[config.mk]
export PLATFORM = sky130hd
export DESIGN_NAME = hazard_controller
export DESIGN_NICKNAME = d
export VERILOG_FILES = /design/src/rtl/hazard_controller.sv
export SDC_FILE = /design/constraint.sdc
export NUM_CORES = 1
export LEC_CHECK = 0
export BUFFER_PORTS_ARGS = -buffer_cell sky130_fd_sc_hd__buf_2
export CORE_ASPECT_RATIO = 0.6
export CORE_UTILIZATION = 61
export CTS_BUF_LIST = sky130_fd_sc_hd__clkbuf_8
export CTS_CLUSTER_DIAMETER = 50
export CTS_CLUSTER_SIZE = 30
export DETAILED_ROUTE_END_ITERATION = 7
export PLACE_DENSITY = 0.87
export RECOVER_POWER = 50
export SYNTH_ARGS = -nofsm -noshare
export SYNTH_HDL_FRONTEND = slang
export SYNTH_SLANG_ARGS = --single-unit
[constraint.sdc]
create_clock -name clk_i -period 7 [get_ports clk_i]
set_clock_uncertainty 0.2 [all_clocks]
set_input_delay 0.35 -clock clk_i [delete_from_list [all_inputs] [get_ports clk_i]]
set_output_delay 0.35 -clock clk_i [all_outputs]
set_load 0.03 [all_outputs]
[src/rtl/hazard_controller.sv]
// hazard_controller: stall, flush and forwarding control for the five-stage
// MIPS pipeline. A shadow pipeline (E, M, W) mirrors the register-write and
// load flags of the instructions downstream of decode. Every hazard output is
// derived combinationally from that shadow state and the decode fields.
// Saturating stall/flush counters are provided for performance debug.
//
// Handshake: none. D fields are sampled on every rising edge. When stall is
// high the upstream F/D register is expected to hold, so the same D fields
// are presented again in the following cycle.
module hazard_controller #(
    parameter int CNT_W = 32
) (
    input  logic             clk_i,
    input  logic             rst_i,
    input  logic [4:0]       rs_id5,
    input  logic [4:0]       rt_id5,
    input  logic             uses_rs_id,
    input  logic             uses_rt_id,
    input  logic             branch_id,
    input  logic             zero_id,
    input  logic             wreg_id,
    input  logic             load_id,
    input  logic [4:0]       dst_id5,
    output logic             stall_f_o,
    output logic             stall_d_o,
    output logic             flush_d_o,
    output logic             flush_e_o,
    output logic             forward_rd1_od,
    output logic             forward_rd2_od,
    output logic [1:0]       forward_a_oe2,
    output logic [1:0]       forward_b_oe2,
    output logic [CNT_W-1:0] stall_cnt_o,
    output logic [CNT_W-1:0] flush_cnt_o
);

    // A register read matches a slot only if it is not $0 and the slot holds
    // a valid instruction that writes that register.
    function automatic logic f_match(input logic [4:0] x, input logic v,
                                     input logic wr, input logic [4:0] dst);
        return (x != 5'd0) && v && wr && (dst == x);
    endfunction

    // D slot state
    logic             r_d_bubble;

    // E slot: source fields are kept because EX forwarding is based on them
    logic             r_e_valid;
    logic             r_e_wreg;
    logic             r_e_load;
    logic [4:0]       r_e_dst;
    logic [4:0]       r_e_rs;
    logic [4:0]       r_e_rt;

    // M slot: only the producer-side fields are consumed downstream
    logic             r_m_valid;
    logic             r_m_wreg;
    logic             r_m_load;
    logic [4:0]       r_m_dst;

    // W slot: a load's data arrives via WB, so the load flag is not needed here
    logic             r_w_valid;
    logic             r_w_wreg;
    logic [4:0]       r_w_dst;

    logic [CNT_W-1:0] r_stall_cnt;
    logic [CNT_W-1:0] r_flush_cnt;

    logic             w_dv;
    logic             w_rs_e;
    logic             w_rt_e;
    logic             w_rs_m;
    logic             w_rt_m;
    logic             w_lwstall;
    logic             w_brstall;
    logic             w_stall;
    logic             w_flush_d;
    logic             w_ea_m;
    logic             w_ea_w;
    logic             w_eb_m;
    logic             w_eb_w;

    assign w_dv   = ~r_d_bubble;

    assign w_rs_e = f_match(rs_id5, r_e_valid, r_e_wreg, r_e_dst);
    assign w_rt_e = f_match(rt_id5, r_e_valid, r_e_wreg, r_e_dst);
    assign w_rs_m = f_match(rs_id5, r_m_valid, r_m_wreg, r_m_dst);
    assign w_rt_m = f_match(rt_id5, r_m_valid, r_m_wreg, r_m_dst);

    // Load in E feeding the instruction in D: one bubble before WB can forward
    assign w_lwstall = w_dv & r_e_load & ((uses_rs_id & w_rs_e) | (uses_rt_id & w_rt_e));

    // The decode comparator needs operands now: wait for E producers and for
    // loads still in M (their data is not available until WB)
    assign w_brstall = w_dv & branch_id &
                       (w_rs_e | w_rt_e | (w_rs_m & r_m_load) | (w_rt_m & r_m_load));

    assign w_stall   = w_lwstall | w_brstall;
    // A stalled branch must not flush; it re-evaluates after the stall clears
    assign w_flush_d = w_dv & branch_id & zero_id & ~w_stall;

    assign stall_f_o = w_stall;
    assign stall_d_o = w_stall;
    assign flush_e_o = w_stall;
    assign flush_d_o = w_flush_d;

    // Decode-stage forwarding only from a non-load ALU result in MEM
    assign forward_rd1_od = w_dv & w_rs_m & ~r_m_load;
    assign forward_rd2_od = w_dv & w_rt_m & ~r_m_load;

    assign w_ea_m = f_match(r_e_rs, r_m_valid, r_m_wreg, r_m_dst) & ~r_m_load;
    assign w_ea_w = f_match(r_e_rs, r_w_valid, r_w_wreg, r_w_dst);
    assign w_eb_m = f_match(r_e_rt, r_m_valid, r_m_wreg, r_m_dst) & ~r_m_load;
    assign w_eb_w = f_match(r_e_rt, r_w_valid, r_w_wreg, r_w_dst);

    // EX operand selects: MEM (youngest) wins over WB
    assign forward_a_oe2 = w_ea_m ? 2'b10 : (w_ea_w ? 2'b01 : 2'b00);
    assign forward_b_oe2 = w_eb_m ? 2'b10 : (w_eb_w ? 2'b01 : 2'b00);

    assign stall_cnt_o = r_stall_cnt;
    assign flush_cnt_o = r_flush_cnt;

    // Advance the shadow pipeline; a stall or masked D slot injects a bubble into E
    always_ff @(posedge clk_i or posedge rst_i) begin
        if (rst_i) begin
            r_d_bubble <= 1'b1;
            r_e_valid  <= 1'b0;
            r_e_wreg   <= 1'b0;
            r_e_load   <= 1'b0;
            r_e_dst    <= 5'd0;
            r_e_rs     <= 5'd0;
            r_e_rt     <= 5'd0;
            r_m_valid  <= 1'b0;
            r_m_wreg   <= 1'b0;
            r_m_load   <= 1'b0;
            r_m_dst    <= 5'd0;
            r_w_valid  <= 1'b0;
            r_w_wreg   <= 1'b0;
            r_w_dst    <= 5'd0;
        end else begin
            r_w_valid <= r_m_valid;
            r_w_wreg  <= r_m_wreg;
            r_w_dst   <= r_m_dst;

            r_m_valid <= r_e_valid;
            r_m_wreg  <= r_e_wreg;
            r_m_load  <= r_e_load;
            r_m_dst   <= r_e_dst;

            r_e_dst   <= dst_id5;
            r_e_rs    <= rs_id5;
            r_e_rt    <= rt_id5;
            if (w_dv && !w_stall) begin
                r_e_valid <= 1'b1;
                r_e_wreg  <= wreg_id;
                r_e_load  <= load_id;
            end else begin
                r_e_valid <= 1'b0;
                r_e_wreg  <= 1'b0;
                r_e_load  <= 1'b0;
            end

            if (!w_stall) begin
                r_d_bubble <= w_flush_d;
            end
        end
    end

    // Saturating performance counters: never wrap past all-ones
    always_ff @(posedge clk_i or posedge rst_i) begin
        if (rst_i) begin
            r_stall_cnt <= '0;
            r_flush_cnt <= '0;
        end else begin
            if (w_stall && (r_stall_cnt != '1)) begin
                r_stall_cnt <= r_stall_cnt + CNT_W'(1);
            end
            if (w_flush_d && (r_flush_cnt != '1)) begin
                r_flush_cnt <= r_flush_cnt + CNT_W'(1);
            end
        end
    end

endmodule

Yosys cells after proc, flatten, opt, wreduce, memory -nomap -nowiden
Cells that the tools add are included.

Output and inout port bits: 74. Logic and storage cells: 91. Register bits: 98. Bits of input ports: 23.

Reduce and logical (&&, ||, !) cells: 32. Mux-type cells: 7. $add $sub $neg: 2. Equal/unequal tests: 10. Bitwise gates (word level): 24.

Operator list (count): $add A32 B1 Y32 const B (2); $ne A32 B32 Y1 const B (2); $eq A5 B5 Y1 (8); $logic_and A1 B1 Y1 (27); $reduce_bool A5 Y1 (4); $and A1 B1 Y1 (16); $mux W1 (5); $or A1 B1 Y1 (5); $mux W2 (2); $not A1 Y1 (3); $logic_not A1 Y1 (1).

Logic depth before layout (Yosys ltp)
Gate-level depths: netlist (run 1).

Depth after elaboration: 12. Gate-level depth with buffers: 9.

Least setup slack after synthesis (run 1)
Ideal clock, no wire load.

Path kind: input to output. From: input port rs_id5[1]. To: output port flush_d_o. Path slack: 3.686 ns. Cell stages on the path: 8. Buffers on the path: 1. Arrival: 2.764 ns. Cells stage by stage: or4_1 nor2_1 nor3_1 o21a_1 nor3_4 buf_2 inv_1 nor3_1.

Longest elaborated chain between the ends: 11. Elaborated cells between the ends (all ways): 20. Those cells by class: 2 x eq/ne; 11 x bitwise; 7 x reduce/logical.

RTL lines: start, declared (RTL line 15) `input logic [4:0] rs_id5,`; $reduce_bool A5 Y1 (RTL line 40) `return (x != 5'd0) && v && wr && (dst == x);`; $logic_and A1 B1 Y1 (3 in series) (RTL line 40); $or A1 B1 Y1 or $and A1 B1 Y1 (tied branches) (RTL line 95) `(w_rs_e | w_rt_e | (w_rs_m & r_m_load) | (w_rt_m & r_m_load));`; $or A1 B1 Y1 (2 in series) (RTL line 95); $and A1 B1 Y1 (RTL line 94) `assign w_brstall = w_dv & branch_id &`; $or A1 B1 Y1 * (RTL line 97) `assign w_stall = w_lwstall | w_brstall;`; named net flush_e_o (RTL line 27) `output logic flush_e_o,`; $not A1 Y1 * (RTL line 99) `assign w_flush_d = w_dv & branch_id & zero_id & ~w_stall;`; $and A1 B1 Y1 * (RTL line 99); end, declared (RTL line 26) `output logic flush_d_o,`.

The timed path passes the listed nets; every way through them passes the cells marked *.

Final worst setup path (run 1)
From: input port rs_id5[1]. To: output port flush_d_o.

Longest elaborated chain between the ends: 11. Elaborated cells between the ends (all ways): 20. Those cells by class: 2 x eq/ne; 11 x bitwise; 7 x reduce/logical.

RTL lines (RTL line): $reduce_bool A5 Y1 (40); $logic_and A1 B1 Y1 (3 in series) (40); $or A1 B1 Y1 or $and A1 B1 Y1 (tied branches) (95); $or A1 B1 Y1 (2 in series) (95); $and A1 B1 Y1 (94); $or A1 B1 Y1 * (97); $not A1 Y1 * (99); $and A1 B1 Y1 * (99).

Every way passes the cells marked *; elsewhere a longest branch is shown, timed or not.

==> results, run 1 <==
- The number of placed I/O pins is 97.
- The remaining design rule violation count is 0.
- The total global-route track usage is a little under a third.
- The flow ran to the end, and the final reports show no timing, DRC or antenna violations.
- In this run the critical register-to-register path is captured at flush_cnt_o[21].
- Once layout is complete, the utilization of the core stands at 75.61%.
- The data arrival at the endpoint of the critical path is between 3 and 4 ns.
- The synthesized-area fraction occupied by ao, oa, aoi and oai cells is 1.840%.
- 0 antenna diodes ended up in the layout.
- At the worst endpoint, the required time is 6.45 ns.
- Setup slack on the worst reg-to-reg path comes out at around 3.5 ns.
- In the routed layout, each cell is associated on average with a via count of between 5 and 6.
- The final hold violation count is 0.
- After Yosys synthesis, and, or, nand and nor cells account for between 20% and 30% of the synthesized area.
- In this run the critical register-to-register path is launched from r_m_dst[2].
- The synthesized-area fraction occupied by adder cells is 0.5256%.
- The average size of a mapped cell is between 10 and 15 um^2.
- The number of warnings issued by yosys is 0.
- After detailed placement, the total cell area comes to approximately 5300 um^2.
- sky130_fd_sc_hd__dfrtp_1 takes more of the synthesized area than any other cell.
- The floorplan core area is about 7400 um^2.
- Ranked by total cell area, the synthesized netlist is headed by sky130_fd_sc_hd__dfrtp_1, sky130_fd_sc_hd__xor2_1, sky130_fd_sc_hd__xnor2_1.
- In this run the worst setup path begins at rs_id5[1].
- At the later pin of the worst-skew pair, clock insertion delay measures between 0.3 and 0.4 ns.
- The share of the synthesized area in the top cell type is approximately half.
- The die covers between 8000 and 9000 um^2.
- TritonCTS built the clock tree.
- The critical path depth is 11.
- Ranked by instance count, the synthesized netlist is headed by sky130_fd_sc_hd__dfrtp_1, sky130_fd_sc_hd__xor2_1, sky130_fd_sc_hd__xnor2_1, sky130_fd_sc_hd__nand2_1, sky130_fd_sc_hd__nor3_1.
- By area, the combinational part of the netlist is dominated by simple AND/OR/NAND/NOR gates.
- Once the floorplan was initialized, standard cells occupied roughly 64% of the core.
- The number of buffers inserted for hold repair after clock tree synthesis is 18.
- After synthesis, the netlist uses 41 different library cells.
- At the end of routability-driven placement, the weighted congestion stood at 0.9179.
- The proportion of synthesized chip area in sequential cells is around 50%.
- Buffers inserted during clock tree synthesis total 9.
- The number of rows created at floorplan is 24.
- Detailed placement finished with a half-perimeter wire length of about 7700 um.
- The cell area that synthesis handed to floorplanning was 4761 um^2.
- The number of flops mapped to enable cells by yosys is 0.
- The initial antenna violation count was 0.
- Clock tree synthesis found a total of approximately 100 sinks.
- The share of flip-flops with an asynchronous set or reset is 100.0%.
- STA classifies the critical path startpoint as an input port.
- The kind of cell with the highest combined delay along the critical path is buffers and inverters.
- The final setup violation count is 0.
- The net count of the finished layout is around 570.
- In this run the static leakage power is about 0.0025 uW.
- The most used flip-flop cell after synthesis is sky130_fd_sc_hd__dfrtp_1.
- The critical path's most frequent cell is sky130_fd_sc_hd__nor3_1.
- The sum of routed wire length over all layers is about 12000 um.
- The portion of the clock cycle consumed by the worst path in the final layout is 56.11%.
- Measured against its own limit, the worst slew margin works out to 27.20%.
- The synthesized instance count is between 400 and 500.
- Dividing total power by cell area gives a power density of 221.0 nW/um^2.
- Setup repair after global routing left no endpoint under its margin.
- The clock tree synthesis step divided the H-tree into 3 levels.
- The number of cells on the worst reg-to-reg path is 7.
- The number of buffers and inverters on the critical path is 5.
- Once the clock tree was built, the resizer swapped 0 gates to a different size.
- The number of setup buffers added after CTS is 0.
- The final number of max-transition violations is 0.
- The root buffer cell chosen for the clock tree is sky130_fd_sc_hd__clkbuf_8.
- The post-synthesis share of cell area spent on xor and xnor gates is 18.76%.
- Input and output buffers added on the ports amount to 96.
- The die is 116.1 um wide.
- The worst-path maximum fanout is 35.
- The critical path ends at flush_d_o.
- The transition time of the tightest slew-check pin is 1.090 ns.
- The first global-routing pass estimated a little under 20000 um of wire.
- The critical path goes through dlygate4sd3_1 -> clkbuf_1 -> or4_1 -> nor2_1 -> nor3_1 -> o21a_1 -> nor3_4 -> buf_4 -> inv_1 -> nor3_1 -> buf_2.
- The cell with the largest stage delay on the worst path is sky130_fd_sc_hd__or4_1.
- The upper clock frequency limit is around 250 MHz.
- After clock tree synthesis, the clock-pin slew on the worst setup and hold paths is approximately 0.1 ns.
- Of the post-synthesis cell area, the part taken by muxes is less than 1%.
- In this design, the stage delay of the slowest critical-path cell is between 0.5 and 0.6 ns.
- Synthesis produced a netlist with a net count of 462.
- The share of layout cells above drive strength 1 is 10.14%.
- Entering global routing, the biggest net connects 84 pins.
- Summing over every cut layer, the via total after detailed routing is between 3000 and 4000.
- The worst setup path is captured at an output port.
- In this run the worst hold path is classified as in2reg.
- The number of antenna-violating nets in the routed design is 0.
- The pre-antenna-repair detailed-routing pass consisted of 5 iterations.
- The synthesis-stage register bit count is between 90 and 100.
- The vertical die dimension is 70.43 um.
- The clock tree buffer depth is 2.
- The via count of the first global-routing pass is slightly below 4000.
- Relative to the synthesized area, the layout overhead comes to 17.79%.
- The post-route standard cell area excluding fillers is about 5600 um^2.
- The setup TNS is 0 ns.
- Dividing the detail-routed wire length by the instance count gives roughly 18 um.
- The number of violations of the max-capacitance limit is 0.
- The cell with the most instances after synthesis is sky130_fd_sc_hd__dfrtp_1.
- The shortest period the worst path allows is 3.928 ns.
- The first routing iteration left 306 violations.
- The type of the setup path with the least slack is in2out.
- After global routing the overflow that remains totals 0.
- The maximum VDD drop is around 0.17 mV.
## where the power goes
| group | internal (uW) | switching (uW) |
|---|---|---|
| Combinational | 60.3 | 117 |
| Clock | 220 | 195 |
| Sequential | 601 | 46.1 |
| Total | 881 | 359 |
## layout by cell type, fill, tap and decap left out, types with 3 or more instances in the layout
cell,n
sky130_fd_sc_hd__nor3_1,27
sky130_fd_sc_hd__clkbuf_1,74
sky130_fd_sc_hd__nor4_2,6
sky130_fd_sc_hd__nand2_1,30
sky130_fd_sc_hd__or4_1,5
sky130_fd_sc_hd__clkbuf_8,11
sky130_fd_sc_hd__xor2_1,58
sky130_fd_sc_hd__and3_1,6
sky130_fd_sc_hd__and4_1,4
sky130_fd_sc_hd__nand4_1,22
sky130_fd_sc_hd__inv_1,13
sky130_fd_sc_hd__nor3b_1,4
sky130_fd_sc_hd__buf_2,22
sky130_fd_sc_hd__nor4_1,26
sky130_fd_sc_hd__dlygate4sd3_1,18
sky130_fd_sc_hd__nand3_1,23
sky130_fd_sc_hd__nand4b_1,3
sky130_fd_sc_hd__xnor2_1,44
sky130_fd_sc_hd__nor2_1,21
sky130_fd_sc_hd__dfrtp_1,97
sky130_fd_sc_hd__and2_1,4
sky130_fd_sc_hd__nor4b_1,7
## per-stage QoR
stage / power [uW] / setup slack, ns / cells / hold WS [ns]
floorplan: 768.9 / 3.686 / 437 / 0.1487
global placement: 822.5 / 3.731 / 622 / 0.09129
detailed placement: 830.5 / 3.721 / 622 / 0.08918
CTS: 1247 / 3.161 / 656 / 0.04038
global route: 1289 / 2.951 / 656 / 0.07321
finish: 1239 / 3.072 / 656 / 0.05192
## cells by family (layout without fill, tap and decap cells)
family / Yosys count / count (layout)
XOR/XNOR: 102 / 102
multiplexers: 2 / 2
AND/OR/NAND/NOR: 195 / 195
adder cells (fa/ha/maj): 2 / 2
AO/OA/AOI/OAI: 8 / 8
buffers and inverters: 30 / 145
flip-flops: 98 / 98
## metal layers
metal / vias to the layer above / global-route usage, % / wire length, um / share of wire (%)
li1: 1756 / - / - / -
met1: 1882 / 42.46 / 4981 / 43
met2: 178 / 48.41 / 5331 / 46
met4: 0 / 13.53 / 352 / 3.0
met3: 35 / 8.941 / 882 / 7.6
met5: - / 0 / 0 / 0
## worst min-delay path by stage
stage | depth (start not counted) | end | slack (ns) | from
floorplan | 0 | r_w_dst[1] | 0.15 | r_m_dst[1]
global placement | 2 | stall_cnt_o[2] | 0.09 | rst_i
detailed placement | 2 | stall_cnt_o[2] | 0.09 | rst_i
CTS | 3 | r_d_bubble | 0.04 | zero_id
global route | 3 | r_d_bubble | 0.07 | zero_id
finish | 3 | r_d_bubble | 0.05 | zero_id
## state kept, by name, indices dropped and copies added (netlist names), 5 cells and up
| name | flops |
|---|---|
| r_w_dst | 5 |
| r_e_rs | 5 |
| r_m_dst | 5 |
| stall_cnt_o | 32 |
| r_e_rt | 5 |
| r_e_dst | 5 |
| flush_cnt_o | 32 |
## tightest hold or removal path, delay by kind of cell
| kind | cells | cell delay (ns) |
|---|---|---|
| buffers and inverters | 1 | 0.09 |
| and+or+nand+nor | 2 | 0.18 |
## cell type report
class	instances	area [um^2]
clock buffers	11	151.4
clock inverters	5	77.57
fillers	530	1809
inverters	13	50.05
multi-input cells	309	2162
flip-flops and latches	98	2454
well taps	104	130.1
repair buffers	116	583.1
Power figures use the tool's default switching activity.
==> run 2, diff against run 1 <==
--- a/config.mk
+++ b/config.mk
@@ -7,12 +7,12 @@
 export LEC_CHECK = 0
 export BUFFER_PORTS_ARGS = -buffer_cell sky130_fd_sc_hd__buf_2
 export CORE_ASPECT_RATIO = 0.6
-export CORE_UTILIZATION = 61
+export CORE_UTILIZATION = 57
 export CTS_BUF_LIST = sky130_fd_sc_hd__clkbuf_8
 export CTS_CLUSTER_DIAMETER = 50
 export CTS_CLUSTER_SIZE = 30
 export DETAILED_ROUTE_END_ITERATION = 7
-export PLACE_DENSITY = 0.87
+export PLACE_DENSITY = 0.82
 export RECOVER_POWER = 50
 export SYNTH_ARGS = -nofsm -noshare
 export SYNTH_HDL_FRONTEND = slang
==> constraint.sdc (replaced) <==
create_clock -name clk_i -period 3.9 [get_ports clk_i]
set_clock_uncertainty 0.2 [all_clocks]
set_input_delay 0.195 -clock clk_i [delete_from_list [all_inputs] [get_ports clk_i]]
set_output_delay 0.195 -clock clk_i [all_outputs]
set_load 0.03 [all_outputs]
==> run 2 against run 1 <==
  * The run now ends with capacitance limit, slew limit left
  * Largest power group unchanged
  * Largest cell class unchanged
  * Final cell count increased by 1.1%
  * Count of clock-buffer cells in the layout shrank 2
  * Final area fell by 0.54%
  * Hold slack better by 0.16 ns
==> results, run 2 (synthesized netlist as in run 1, its figures left out) <==
- The type of the worst min-delay path is reg2reg.
- The net count of the finished layout is between 500 and 600.
- The vertical die dimension is between 70 and 80 um.
- The CTS tree is yes.
- The share of layout cells above drive strength 1 is between 10% and 20%.
- In this run the tightest slew margin relative to its limit is -11.92%.
- The delay contributed by the slowest stage of the critical path is approximately 0.55 ns.
- The flow ran to the end, but the final reports show violations.
- The clock tree buffer depth is 2.
- The overall die width is ~120 um.
- The worst setup path is of the in2out kind.
- Entering global routing, the biggest net connects 83 pins.
- Setup repair after global routing left no endpoint under its margin.
- In this run the count of I/O pins placed on the die edge is 97.
- The depth of the CTS H-tree is 3.
- Summed over all layers, the routed wires come to between 10000 and 15000 um.
- The total congestion overflow is 0.
- The shortest period the worst path allows is between 3 and 4 ns.
- For this block, the initial DRC count from the detailed router was approximately 210.
- The via total after detailed routing is 3804.
- The startpoint identified for the worst hold timing path is r_m_wreg.
- Following the worst setup path forward leads to its endpoint at flush_d_o.
- STA classifies the critical path endpoint as an output port.
- The initial antenna violation count is 0.
- Global routing consumed, over all layers together, 27.87% of the routing resources.
- For the pin with the worst max-slew slack, the measured transition is 1.679 ns.
- On the critical path the largest part of the delay comes from buffers and inverters.
- The cell sitting at the root of the clock tree is a sky130_fd_sc_hd__clkbuf_8.
- The via count of the first global-routing pass is ~3700.
- The most frequent standard cell in the layout excluding fill and tap cells is sky130_fd_sc_hd__dfrtp_1.
- The setup TNS is 0 ns.
- The type of origin of the critical path is an input port.
- The number of buffers inserted for hold repair after clock tree synthesis is 20.
- The cell depth of the worst flop-to-flop path is 8.
- The upper clock frequency limit is 278.8 MHz.
- The worst path uses roughly nine tenths of the clock period.
- In this run the worst path has a maximum fanout of 35.
- After floorplanning, the core was sized to cover between 7000 and 8000 um^2.
- By instance count, the cell type seen most on the critical path is sky130_fd_sc_hd__nor3_1.
- STA puts the critical path data required time at 3.50 ns.
- The endpoint identified for the worst register-to-register timing path is stall_cnt_o[30].
- Tracing the worst setup path back leads to its startpoint at rs_id5[1].
- In this run the core area contains 25 standard-cell rows.
- At the later pin of the worst-skew pair, clock insertion delay measures 0.36 ns.
- The cell with the largest stage delay on the worst path is sky130_fd_sc_hd__dlygate4sd3_1.
- In the layout the commonest cells are sky130_fd_sc_hd__dfrtp_1, sky130_fd_sc_hd__clkbuf_1, sky130_fd_sc_hd__xor2_1, sky130_fd_sc_hd__xnor2_1, sky130_fd_sc_hd__nand2_1.
- Relative to the synthesized area, the layout overhead comes to 17.16%.
- After detailed routing, the number of remaining DRC violations is 0.
- Counting the buffers created by CTS gives 9.
- The post-cts repair resize count is 0.
- Clock-pin slew was measured on the worst setup and hold paths at ~0.090 ns.
- The final hold violation count is 0.
- The final number of max-transition violations came to just over 80.
- Traced cell by cell, the critical path runs through dlygate4sd3_1 -> clkbuf_1 -> or4_1 -> nor2_1 -> nor3_1 -> o21a_1 -> nor3_4 -> buf_4 -> inv_1 -> nor3_1 -> buf_2.
- Summed over all nets, the half-perimeter wirelength after detailed placement is between 7000 and 8000 um.
- The post-CTS setup buffer count is 0.
- The first global-routing pass estimated ~19000 um of wire.
- The critical path depth is 11.
- Setup violations remaining at the end of the flow were counted as 0.
- The end-of-flow core utilization is roughly 70%.
- The checks that failed: capacitance limit, slew limit.
- The startpoint identified for the worst register-to-register timing path is r_m_dst[3].
- The die covers 8734 um^2.
- The diode insertion count for antenna repair is 0.
- Power spread over the standard cell area amounts to roughly 370 nW/um^2.
- The length of the first detailed-routing pass in iterations is 4.
- The leakage power figure is about 0.0025 uW.
- The initial utilization of the core area, before any placement, comes to approximately 60%.
- Counting both buffers and inverters, the worst setup path holds a total of 5.
- The count of nets left with antenna violations once routing finished came out at 0.
- VDD sags by at most 0.3095 mV.
- The routed wire length per instance is about 17 um.
- Clock tree synthesis found a total of 98 sinks.
- Data on the critical path arrives at its endpoint at approximately 3.2 ns.
- Across the run, the number of max-cap violations was 1.
- Port buffering added 96 buffers.
- The routability congestion estimate is slightly above 1.
- The ratio of routed vias to standard cells is roughly 5.7.
- The setup check on the worst reg-to-reg path leaves a slack of approximately 0.89 ns.
[run 2: changes by cell type in the layout (fill, tap and decap cells not counted)]
cell                            previous run  this run
sky130_fd_sc_hd__buf_4                     2         4
sky130_fd_sc_hd__clkinvlp_2                1         0
sky130_fd_sc_hd__bufinv_16                 2         0
sky130_fd_sc_hd__clkinv_2                  1         2
sky130_fd_sc_hd__inv_2                     0         1
sky130_fd_sc_hd__clkinvlp_4                0         3
sky130_fd_sc_hd__dlygate4sd3_1            18        20
sky130_fd_sc_hd__clkbuf_8                 11         9
sky130_fd_sc_hd__clkinv_4                  1         0
[run 2: final cells by class]
cell class | instances | area (um^2)
multi-input cells | 309 | 2162
clock buffers | 9 | 123.9
inverters | 13 | 48.80
repair buffers | 120 | 618.1
fillers | 610 | 2399
flip-flops and latches | 98 | 2454
clock inverters | 6 | 36.28
well taps | 108 | 135.1
[run 2: how the worst min path moves through the flow]
stage                                  to  slack, ns  cells past startpoint
after floorplan                r_e_dst[0]       0.03                      0
after global placement         r_e_dst[1]       0.10                      1
after detailed placement       r_e_dst[3]       0.10                      1
after CTS                 flush_cnt_o[24]       0.17                      5
after global routing             r_w_wreg       0.21                      0
final                            r_w_wreg       0.21                      0
[run 2: layer usage]
| layer | track usage (%) | wire length, um | vias up |
|---|---|---|---|
| met5 | 0 | 0 | - |
| met4 | 8.472 | 156 | 0 |
| met3 | 7.656 | 759 | 14 |
| met2 | 43.36 | 5164 | 149 |
| met1 | 38.47 | 5246 | 1879 |
| li1 | - | - | 1762 |
[run 2: per-stage QoR]
step / hold slack [ns] / area, um^2 / setup slack, ns / total power [uW] / cells
finish: 0.2071 / 5578 / 0.3129 / 2038 / 663
global route: 0.2097 / 5578 / 0.1414 / 2133 / 663
detailed placement: 0.1049 / 5313 / 0.9758 / 1492 / 628
floorplan: 0.02643 / 4761 / 0.8964 / 1380 / 437
global placement: 0.1037 / 5313 / 1.015 / 1476 / 628
CTS: 0.1721 / 5673 / 0.4773 / 2065 / 663
[run 2: where the power goes]
| group | internal, uW | switching, uW | leakage (uW) |
|---|---|---|---|
| logic | 110 | 208 | 0.00121 |
| clock network | 224 | 335 | 0.0000783 |
| registers | 1080 | 81.7 | 0.00123 |
[run 2: worst reg2reg max path, delay by kind of cell (launching register included)]
family                 cells  cell delay, ns
AO/OA/AOI/OAI              2            0.89
XOR/XNOR                   2            0.37
buffers and inverters      1            0.26
flip-flops                 1            0.50
AND/OR/NAND/NOR            3            0.73
